**src/rtl/fifo_uart_tx.sv**
```systemverilog
// UART transmitter that pulls frames from an upstream synchronous FIFO.
// Frame: start bit, WIDTH data bits LSB first, optional parity bit, stop bit.
// The serial line is driven from a register, so tx follows the state by one cycle.
module fifo_uart_tx #(
  parameter int unsigned WIDTH        = 8,
  parameter int unsigned CLKS_PER_BIT = 16,
  parameter int unsigned PARITY_EN    = 0,
  parameter int unsigned PARITY_ODD   = 0
) (
  input  logic             clk,
  input  logic             rst,
  input  logic             tx_en,
  input  logic             fifo_empty,
  input  logic [WIDTH-1:0] fifo_rd_data,
  output logic             fifo_rd_en,
  output logic             tx,
  output logic             busy,
  output logic             frame_done
);

  localparam int unsigned BaudW = $clog2(CLKS_PER_BIT);
  localparam int unsigned IdxW  = $clog2(WIDTH) + 1;

  localparam logic [BaudW-1:0] BaudLast  = BaudW'(CLKS_PER_BIT - 1);
  localparam logic [IdxW-1:0]  IdxLast   = IdxW'(WIDTH - 1);
  localparam logic             ParityEn  = (PARITY_EN != 0);
  localparam logic             ParityOdd = (PARITY_ODD != 0);

  localparam logic [2:0] StIdle   = 3'd0;
  localparam logic [2:0] StFetch  = 3'd1;
  localparam logic [2:0] StStart  = 3'd2;
  localparam logic [2:0] StData   = 3'd3;
  localparam logic [2:0] StParity = 3'd4;
  localparam logic [2:0] StStop   = 3'd5;

  logic [2:0]       state_q, state_d;
  logic [BaudW-1:0] baud_q, baud_d;
  logic [IdxW-1:0]  idx_q, idx_d;
  logic [WIDTH-1:0] shift_q, shift_d;
  logic             parity_q, parity_d;
  logic             tx_q, tx_d;
  logic             baud_last;
  logic             bit_last;

  assign baud_last = (baud_q == BaudLast);
  assign bit_last  = (idx_q == IdxLast);

  // Pop request is combinational so the FIFO sees it in the same IDLE cycle; gated by reset
  // because state_q sits at IDLE while reset is held.
  assign fifo_rd_en = rst & (state_q == StIdle) & tx_en & ~fifo_empty;
  assign busy       = (state_q != StIdle);
  assign frame_done = (state_q == StStop) & baud_last;
  assign tx         = tx_q;

  // Frame sequencing.
  always_comb begin
    state_d = state_q;
    case (state_q)
      StIdle:   if (fifo_rd_en) state_d = StFetch;
      StFetch:  state_d = StStart;
      StStart:  if (baud_last) state_d = StData;
      StData:   if (baud_last && bit_last) state_d = ParityEn ? StParity : StStop;
      StParity: if (baud_last) state_d = StStop;
      StStop:   if (baud_last) state_d = StIdle;
      default:  state_d = StIdle;
    endcase
  end

  // Baud counter: wraps every bit period and restarts on any state change.
  always_comb begin
    baud_d = baud_q + BaudW'(1);
    if (baud_last || (state_d != state_q) || (state_q == StIdle) || (state_q == StFetch)) begin
      baud_d = '0;
    end
  end

  // Bit index: cleared on DATA entry, advanced at the end of every data bit but the last.
  always_comb begin
    idx_d = idx_q;
    if ((state_d == StData) && (state_q != StData)) begin
      idx_d = '0;
    end else if ((state_q == StData) && baud_last && !bit_last) begin
      idx_d = idx_q + IdxW'(1);
    end
  end

  // Shift register and parity: loaded only in FETCH, data shifted out LSB first.
  always_comb begin
    shift_d  = shift_q;
    parity_d = parity_q;
    if (state_q == StFetch) begin
      shift_d  = fifo_rd_data;
      parity_d = (^fifo_rd_data) ^ ParityOdd;
    end else if ((state_q == StData) && baud_last) begin
      shift_d = shift_q >> 1;
    end
  end

  // Serial line level for the current state, registered next edge.
  always_comb begin
    tx_d = 1'b1;
    case (state_q)
      StStart:  tx_d = 1'b0;
      StData:   tx_d = shift_q[0];
      StParity: tx_d = parity_q;
      default:  tx_d = 1'b1;
    endcase
  end

  // State registers with asynchronous active-low reset.
  always_ff @(posedge clk or negedge rst) begin
    if (!rst) begin
      state_q  <= StIdle;
      baud_q   <= '0;
      idx_q    <= '0;
      shift_q  <= '0;
      parity_q <= 1'b0;
      tx_q     <= 1'b1;
    end else begin
      state_q  <= state_d;
      baud_q   <= baud_d;
      idx_q    <= idx_d;
      shift_q  <= shift_d;
      parity_q <= parity_d;
      tx_q     <= tx_d;
    end
  end

endmodule

```
**config.mk**
```make
export PLATFORM = sky130hd
export DESIGN_NAME = fifo_uart_tx
export DESIGN_NICKNAME = d
export VERILOG_FILES = /design/src/rtl/fifo_uart_tx.sv
export SDC_FILE = /design/constraint.sdc
export NUM_CORES = 1
export LEC_CHECK = 0
export ABC_AREA = 1
export BUFFER_PORTS_ARGS = -buffer_cell sky130_fd_sc_hd__buf_4
export CAP_MARGIN = 0
export CORE_ASPECT_RATIO = 1.1
export CORE_MARGIN = 2
export CORE_UTILIZATION = 25
export CTS_CLUSTER_SIZE = 40
export DETAILED_ROUTE_END_ITERATION = 16
export SLEW_MARGIN = 20
export SYNTH_ARGS = -nofsm -noshare
export SYNTH_HDL_FRONTEND = slang
export SYNTH_SLANG_ARGS = --single-unit
export TNS_END_PERCENT = 5
```
**constraint.sdc**
```tcl
create_clock -name clk -period 4.18 [get_ports clk]
set_clock_uncertainty 0.1 [all_clocks]
set_input_delay 0.627 -clock clk [delete_from_list [all_inputs] [get_ports clk]]
set_output_delay 0.627 -clock clk [all_outputs]
set_load 0.1 [all_outputs]
```
==> impl_metrics.ini, run 1 <==
[clock_tree]
holdBufCountCts = 0
path_clk_slew_ns = 0.07
post-cts-setup-buffer-count = 0
cts-htree-levels = 1
cts-root-buf = clkbuf_8
insertion_delay_ns = 0.25
cts_buffers = 3
clk_path_buf_depth = 2
clock-sinks = 21
cts_resized = 0
cts_tree = yes

[critical_path]
rrSetupSlack_ns = 2.64
worstPathMaxFanout = 22
reg2reg_depth = 8
arrival_ns = 1.48
required_ns = 3.45
crit_type = input pin to output pin
timing.rr.end = shift_q[1]$_DFFE_PN0P_
crit_path_end_kind = output pin
startpoint_type = input pin
crit_path_start = rst
r2r_start = baud_q[0]$_DFF_PN0_

[logic_synthesis]
synth.distinct_cells = 24
synth_seq_cells = 21
synth_top_cells_by_area = dfrtp_1 41%, nand2_1 17%, inv_1 5.8%
synth_area_um2 = 1220
synth_top_area_share_pct = 40.9
yosys.area.top_type = dfrtp_1
syn_area_per_cell_um2 = 7.64
synth_warnings = 0
netlist_instances = 160
syn-num-nets = 174
ys_seq_area_share_pct = 43.1

[sta]
fin_setup_tns_ns = 0
rsz0062_at_grt = false
holdWs_ns = 0.147
worst_pin_slew_ns = 0.305
timing.slew.headroom_pct = 79.6
fin_crit_sh_pct = 52.8
period_minus_slack_ns = 2.21
hold_viol = 0
drv_slew = 0
timing.fmax_mhz = 453
setup_viol = 0

[routing]
drcViolationCount = 0
wl_um = 2170
drt_pass1_iterations = 4
ant_nets = 0
wl_per_cell_um = 9.29
via_per_inst = 4.28
drt_iter0_drc = 36
vias = 1002

[grt]
grtUsageTotal_pct = 9.02
antenna_found_initial = 0
grt_pass1_vias = 916
grt_max_degree = 23
overflow = 0
grt_pass1_wl_um = 3980

[status]
status = finished, final reports clean

[floorplan]
std_cell_rows = 26
die_h_um = 77.3
core_area_um2 = 4680
start_util_pct = 26.1
dieWidth_um = 70.7
io_pins = 16
die_area_um2 = 5470

[power]
leakagePower_nw = 0.741
power_density_nw_per_um2 = 262
vdd_drop_max_mv = 0.110

[cells_and_area]
fill_cells = 524
drive_gt1_share_pct = 18.5
fin_util_pct = 30.8
nets = 193
final_cells = 234
final_common_cell = nand2_1
num_antenna_cells = 0
synthToLayoutAreaGrowth_pct = 18.2
layout_common_cells = 54 x nand2_1, 20 x dfrtp_1, 19 x inv_1, 15 x nor2_1, 15 x buf_4

[place]
dp.cells = 230
port_buffers = 15
globalplace.congestion = 0.737
dpl.hpwl_um = 1680

[job]
cap_violations = 0

[min_path]
hold_class = input pin to asynchronous set/reset pin
kinds of logic after synthesis:
| family | share of synthesized area [%] |
|---|---|
| buf+inv | 7.68 |
| fa+ha+maj | 2.05 |
| xor+xnor | 2.87 |
| simple gates | 37.1 |
| compound gates | 7.27 |
| flops | 43.1 |
worst max-delay path by stage:
| stage | end | slack, ns | cells past startpoint |
|---|---|---|---|
| after floorplan | frame_done | 1.52 | 3 |
| final | fifo_rd_en | 1.97 | 6 |
| after detailed placement | fifo_rd_en | 1.95 | 6 |
| after global placement | fifo_rd_en | 1.95 | 6 |
| after global routing | fifo_rd_en | 1.82 | 6 |
| after CTS | fifo_rd_en | 1.95 | 6 |
synthesized netlist by cell type:
library cell,number
dfrtp_1,20
nand4_1,1
inv_2,3
o221ai_1,3
o211ai_1,7
nand2_4,1
nor2_8,1
nand3b_1,3
nor2_1,15
buf_2,1
nand2_1,54
inv_1,19
ha_1,2
nor2_4,2
xnor2_1,2
o21ai_0,1
inv_4,1
xor2_1,2
nor2_2,2
o21ai_1,1
nand3_1,14
dfstp_2,1
nand2_2,3
nand3_2,1
layer usage:
layer / wire, um / track usage, % / part of all wire [%]
met1: 1150 / 13.0 / 53
met2: 914 / 12.9 / 42
met3: 73 / 1.95 / 3.4
met4: 34 / 3.96 / 1.6
met5: 0 / 0 / 0
where the power goes:
group,total [W],internal [W],switching [W]
clock network,0.000129,0.0000677,0.0000608
registers,0.000211,0.000208,0.00000249
logic,0.0000391,0.0000161,0.0000230
layout make-up:
| cell class | instances | area [um2] | share of cell area, % |
|---|---|---|---|
| well taps | 56 | 70.1 | 4.85 |
| inverters | 23 | 88.8 | 6.15 |
| flip-flops and latches | 21 | 527 | 36.5 |
| clock buffers | 4 | 45.0 | 3.12 |
| repair buffers | 15 | 113 | 7.79 |
| multi-input cells | 115 | 602 | 41.6 |
through the flow:
step	worst slack, ns	instance area (um2)	power (W)
after detailed placement	1.95	1400	0.000255
after floorplan	1.52	1220	0.000237
after global routing	1.82	1450	0.000402
after global placement	1.95	1400	0.000254
final	1.97	1450	0.000379
after CTS	1.95	1450	0.000384
critical path, cell delays in order:
cell     delay [ns]
buf_4          0.26
nand2_1        0.08
nor2_1         0.09
nand3_1        0.06
inv_1          0.07
buf_4          0.28
sequential cells by signal, summed over array words and instances (netlist names):
name and cells:
state_q 3, baud_q 4, tx 1, shift_q 8, parity_q 1, idx_q 4
Note: power is estimated with default switching activity, not from simulation.
==> run 2: changes to the inputs <==
==> constraint.sdc (replaced) <==
create_clock -name clk -period 1.94 [get_ports clk]
set_clock_uncertainty 0.1 [all_clocks]
set_input_delay 0.291 -clock clk [delete_from_list [all_inputs] [get_ports clk]]
set_output_delay 0.291 -clock clk [all_outputs]
set_load 0.1 [all_outputs]
==> run 2 against run 1 <==
  * Largest cell class unchanged
  * Die area unchanged
  * Sequential cell count unchanged
  * Global-route usage is 0.45 points lower
  * Combinational power up 120%
  * Via count rose by 3.8%
  * Highest routed layer unchanged
  * Critical path type unchanged
  * Clock power increased by 120%
  * Core utilization increased by 0.67 points
  * Cell count increased by 1.3%
  * Largest power group unchanged
  * Sequential share of layout area decreased by 0.77 points
  * Register-to-register slack got worse by 2.2 ns
  * Power is 120% higher
==> impl_metrics.ini, run 2 (synthesized netlist as in run 1, its figures left out) <==
[critical_path]
cp.depth = 7
crit_family = buffers and inverters
required_ns = 1.55
crit_path_start = rst
crit_end = fifo_rd_en
r2r_start = baud_q[0]$_DFF_PN0_
arrival_ns = 1.43
slowest_stage = dlygate4sd3_1
slowest_delay_ns = 0.52
worstPathMaxFanout = 2
reg2reg_depth = 8
crit_buf_inv = 4
startpoint_type = input pin
crit_path_end_kind = output pin
timing.rr.end = shift_q[0]$_DFFE_PN0P_
cp_cell_sequence = dlygate4sd3_1, buf_4, nand2_1, nor2_1, nand3_1, inv_1, buf_6
rrSetupSlack_ns = 0.40
crit_type = input pin to output pin

[cells_and_area]
nets = 196
largest-register = shift_q
layout_common_cells = 54 x nand2_1, 20 x dfrtp_1, 19 x inv_1, 16 x buf_4
num_antenna_cells = 0
final_common_cell = nand2_1
fill_cells = 511
largest_reg_flops = 8
reg_top3 = shift_q (8), baud_q (4), idx_q (4)
drive_gt1_share_pct = 19.9
fin_util_pct = 31.5
synthToLayoutAreaGrowth_pct = 20.8

[power]
switching_share_pct = 23.3
comb_power_share_pct = 10.7
vdd_drop_max_mv = 0.256
p_int_w = 0.000633
leakagePower_nw = 0.756
power_density_nw_per_um2 = 559
clkPwrFrac_pct = 34.3
switchingPower_w = 0.000192
pwr-share-seq_pct = 55.1

[floorplan]
die_h_um = 77.3
start_util_pct = 26.1
die_area_um2 = 5470
std_cell_rows = 26
core_area_um2 = 4680
io_pins = 16
dieWidth_um = 70.7

[grt]
grt_pass1_wl_um = 3880
grt_pass1_vias = 953
antenna_found_initial = 0
overflow = 0
grtUsageTotal_pct = 8.57
grt_max_degree = 22

[sta]
fin_crit_sh_pct = 94.0
fin_setup_tns_ns = 0
hold_viol = 0
drv_slew = 0
setup_viol = 0
period_minus_slack_ns = 1.82
timing.fmax_mhz = 549
fin_ws_ns = 0.117
worst_pin_slew_ns = 0.307
timing.slew.headroom_pct = 79.5
rsz0062_at_grt = false

[clock_tree]
cts-htree-levels = 1
clk_path_buf_depth = 2
cts_buffers = 3
post-cts-setup-buffer-count = 0
cts-root-buf = clkbuf_8
insertion_delay_ns = 0.26
cts_tree = yes
path_clk_slew_ns = 0.07
clock-sinks = 21

[routing]
drcViolationCount = 0
ant_nets = 0
drt_pass1_iterations = 4
wl_um = 2250
drt_iter0_drc = 34
via_per_inst = 4.39
wl_per_cell_um = 9.48
vias = 1040

[place]
globalplace.congestion = 0.741
port_buffers = 15
dpl.hpwl_um = 1770
pre_cts_slack_ns = 0.412

[job]
cap_violations = 0

[status]
status = finished, final reports clean

[min_path]
hold_class = input pin to flop
==> run 2: power by group through the flow <==
| stage | logic (W) | registers [W] | clock network (W) |
|---|---|---|---|
| floorplan | 0.0000402 | 0.000470 | 0 |
| global placement | 0.0000867 | 0.000463 | 0 |
| detailed placement | 0.0000884 | 0.000463 | 0 |
| CTS | 0.0000901 | 0.000455 | 0.000289 |
| global route | 0.000101 | 0.000456 | 0.000310 |
| finish | 0.0000879 | 0.000454 | 0.000283 |
==> run 2: final cells by class <==
cell class	instances	area, um2	share of cell area, %
clock buffer	4	45.0	3.05
inverter	23	88.8	6.02
multi-input combinational	115	604	40.9
sequential	21	527	35.7
tap	56	70.1	4.75
timing repair buffer	18	141	9.58
==> run 2: worst min-delay path, stage by stage <==
cell	delay [ns]
buf_4	0.09
nand2_1	0.06
o211ai_1	0.08
==> run 2: through the flow <==
stage / hold slack (ns) / total power [W] / instance area, um2 / cells
global route: 0.205 / 0.000867 / 1480 / 237
CTS: 0.204 / 0.000833 / 1470 / 237
floorplan: -0.105 / 0.000510 / 1220 / 160
finish: 0.204 / 0.000825 / 1480 / 237
detailed placement: 0.185 / 0.000551 / 1420 / 232
global placement: 0.186 / 0.000550 / 1420 / 232
==> run 2: worst min path at each step <==
| stage | startpoint | to | slack, ns | cells past startpoint |
|---|---|---|---|---|
| 2_1_floorplan | rst | baud_q[0]$_DFF_PN0_ | -0.10 | 0 |
| 3_3_place_gp | rst | state_q[0]$_DFF_PN0_ | 0.19 | 2 |
| 3_5_place_dp | rst | state_q[0]$_DFF_PN0_ | 0.18 | 2 |
| 4_1_cts | fifo_rd_data[4] | shift_q[4]$_DFFE_PN0P_ | 0.20 | 3 |
| 5_1_grt | fifo_rd_data[4] | shift_q[4]$_DFFE_PN0P_ | 0.20 | 3 |
| 6_report | fifo_rd_data[4] | shift_q[4]$_DFFE_PN0P_ | 0.20 | 3 |
==> run 2: what timing repair did <==
action	4_1_cts	5_1_grt
setup endpoints to repair	0	1
hold buffers	1	0
endpoints found under the hold margin	20	0
resized for setup	0	1
==> run 2: layer usage <==
metal / part of all wire [%] / GRT usage, % / wire length, um
met4: 1.0 / 2.26 / 23
met1: 51 / 11.4 / 1140
met2: 44 / 13.8 / 990
met3: 4.2 / 2.34 / 94
met5: 0 / 0 / 0
==> run 3: changes to the inputs <==
--- a/config.mk
+++ b/config.mk
@@ -6,13 +6,14 @@
 export NUM_CORES = 1
 export LEC_CHECK = 0
 export ABC_AREA = 1
-export BUFFER_PORTS_ARGS = -buffer_cell sky130_fd_sc_hd__buf_4
 export CAP_MARGIN = 0
 export CORE_ASPECT_RATIO = 1.1
-export CORE_MARGIN = 2
+export CORE_MARGIN = 5
 export CORE_UTILIZATION = 25
 export CTS_CLUSTER_SIZE = 40
 export DETAILED_ROUTE_END_ITERATION = 16
+export DONT_BUFFER_PORTS = 1
+export PLACE_DENSITY = 0.41
 export SLEW_MARGIN = 20
 export SYNTH_ARGS = -nofsm -noshare
 export SYNTH_HDL_FRONTEND = slang
==> run 3 against run 2 <==
  * Core utilization down 2.0 points
  * Sequential share of layout area increased by 2.5 points
  * Combinational power is 34% lower
  * Design area shrank 6.4%
  * Sequential power increased by 2%
  * Global-route usage is 0.29 points lower
  * Maximum frequency rose by 2.8%
  * Register-to-register slack barely moved
  * Hold slack got worse by 0.11 ns
  * Cell count shrank 5.1%
  * Routed wire length increased by 10%
  * Largest power group unchanged
==> impl_metrics.ini, run 3 (synthesized netlist as in run 1, its figures left out) <==
[place]
dp.cells = 219
globalplace.congestion = 0.766
port_buffers = 0
placed_area_um2 = 1320
dpl.hpwl_um = 1980
pre_cts_slack_ns = 0.404

[floorplan]
start_util_pct = 26.1
io_pins = 16
die_area_um2 = 6390
std_cell_rows = 26
dieWidth_um = 76.7
die_h_um = 83.3
core_area_um2 = 4680

[clock_tree]
clock-sinks = 21
cts_buffers = 3
post-cts-setup-buffer-count = 0
cts_resized = 0
cts-htree-levels = 1
path_clk_slew_ns = 0.08
insertion_delay_ns = 0.26
holdBufCountCts = 1
cts-root-buf = clkbuf_8
clk_path_buf_depth = 2
cts_tree = yes

[routing]
drt_pass1_iterations = 4
drt_iter0_drc = 39
wl_um = 2470
wl_per_cell_um = 11.0
ant_nets = 0
vias = 1029
drcViolationCount = 0
via_per_inst = 4.57

[cells_and_area]
nets = 184
layout_common_cells = 54 x nand2_1, 20 x dfrtp_1, 19 x inv_1, 14 x nor2_1, 14 x nand3_1
final_common_cell = nand2_1
reg_top3 = shift_q (8), baud_q (4), idx_q (4)
num_antenna_cells = 0
drive_gt1_share_pct = 14.8
final_cells = 225
largest-register = shift_q
largest_reg_flops = 8
postLayoutCellArea_um2 = 1380
synthToLayoutAreaGrowth_pct = 13.0

[grt]
overflow = 0
gr-max-usage-layer = met2
antenna_found_initial = 0
grtUsageTotal_pct = 8.28
met1_usage_pct = 9.74
gr-usage-met2_pct = 14.0
met3_usage_pct = 1.73
grt_max_degree = 22
grt_pass1_vias = 1058
grt_pass1_wl_um = 4400

[critical_path]
cp_cell_sequence = nor2_2, nand3_1, inv_1, buf_4
reg2reg_depth = 8
slowest_delay_ns = 0.45
required_ns = 1.55
slowest_stage = dfrtp_1
worstPathMaxFanout = 5
crit_type = flop to output pin
rrSetupSlack_ns = 0.41
startpoint_type = flop
crit_path_start = state_q[2]$_DFF_PN0_
arrival_ns = 1.38
r2r_start = baud_q[0]$_DFF_PN0_
timing.rr.end = shift_q[1]$_DFFE_PN0P_
crit_path_end_kind = output pin

[sta]
fin_ws_ns = 0.167
fin_crit_sh_pct = 91.4
timing.slew.headroom_pct = 67.2
rsz0062_at_grt = false
drv_slew = 0
hold_viol = 0
holdWs_ns = 0.0894
period_minus_slack_ns = 1.77
worst_pin_slew_ns = 0.494
timing.fmax_mhz = 564
fin_setup_tns_ns = 0
setup_viol = 0

[job]
cap_violations = 0

[min_path]
worst_hold_path.endpoint = shift_q[7]$_DFFE_PN0P_
min-delay-start = fifo_rd_data[7]
hold_class = input pin to flop
hold_depth = 2

[power]
comb_power_share_pct = 7.2
switchingPower_w = 0.000192
power_density_nw_per_um2 = 584
clkPwrFrac_pct = 35.5
switching_share_pct = 23.9
leakagePower_nw = 0.699
vdd_drop_max_mv = 0.227
pwr-share-seq_pct = 57.3
p_int_w = 0.000614

[status]
status = finished, final reports clean
## run 3: final cells by class
class                           count  area [um2]
Tap cell                           56        70.1
Clock buffer                        3        41.3
Inverter                           23        88.8
Sequential cell                    21         527
Fill cell                         536        3300
Clock inverter                      1        5.00
Timing Repair Buffer                6        45.0
Multi-Input combinational cell    115         604
## run 3: power groups by stage
stage / clock network [W] / logic, W / registers [W]
final: 0.000286 / 0.0000582 / 0.000462
after detailed placement: 0 / 0.0000486 / 0.000471
after floorplan: 0 / 0.0000402 / 0.000470
after global placement: 0 / 0.0000460 / 0.000472
after global routing: 0.000324 / 0.0000701 / 0.000463
after CTS: 0.000297 / 0.0000595 / 0.000462
## run 3: routing by layer
layer | share of wire, % | vias up | wire, um
li1 | - | 525 | -
met1 | 47 | 482 | 1170
met2 | 46 | 20 | 1140
met3 | 5.2 | 2 | 129
met4 | 1.2 | 0 | 29
met5 | 0 | - | 0
## run 3: worst max path at each step
stage	end	depth (start not counted)
after floorplan	frame_done	3
after global placement	frame_done	4
after detailed placement	shift_q[4]$_DFFE_PN0P_	8
after CTS	frame_done	4
after global routing	fifo_rd_en	4
final	fifo_rd_en	4
## run 3: worst max-delay path: cells and delay by family, from the launching register on
| kind | cells | cell delay [ns] |
|---|---|---|
| and+or+nand+nor | 2 | 0.30 |
| DFF | 1 | 0.45 |
| buffers and inverters | 2 | 0.38 |
## run 3: metrics by stage
step / utilization [%] / total power [W]
after floorplan: - / 0.000510
after global placement: 28.2 / 0.000518
after detailed placement: 28.2 / 0.000520
after CTS: 29.4 / 0.000819
after global routing: 29.5 / 0.000857
final: 29.5 / 0.000807
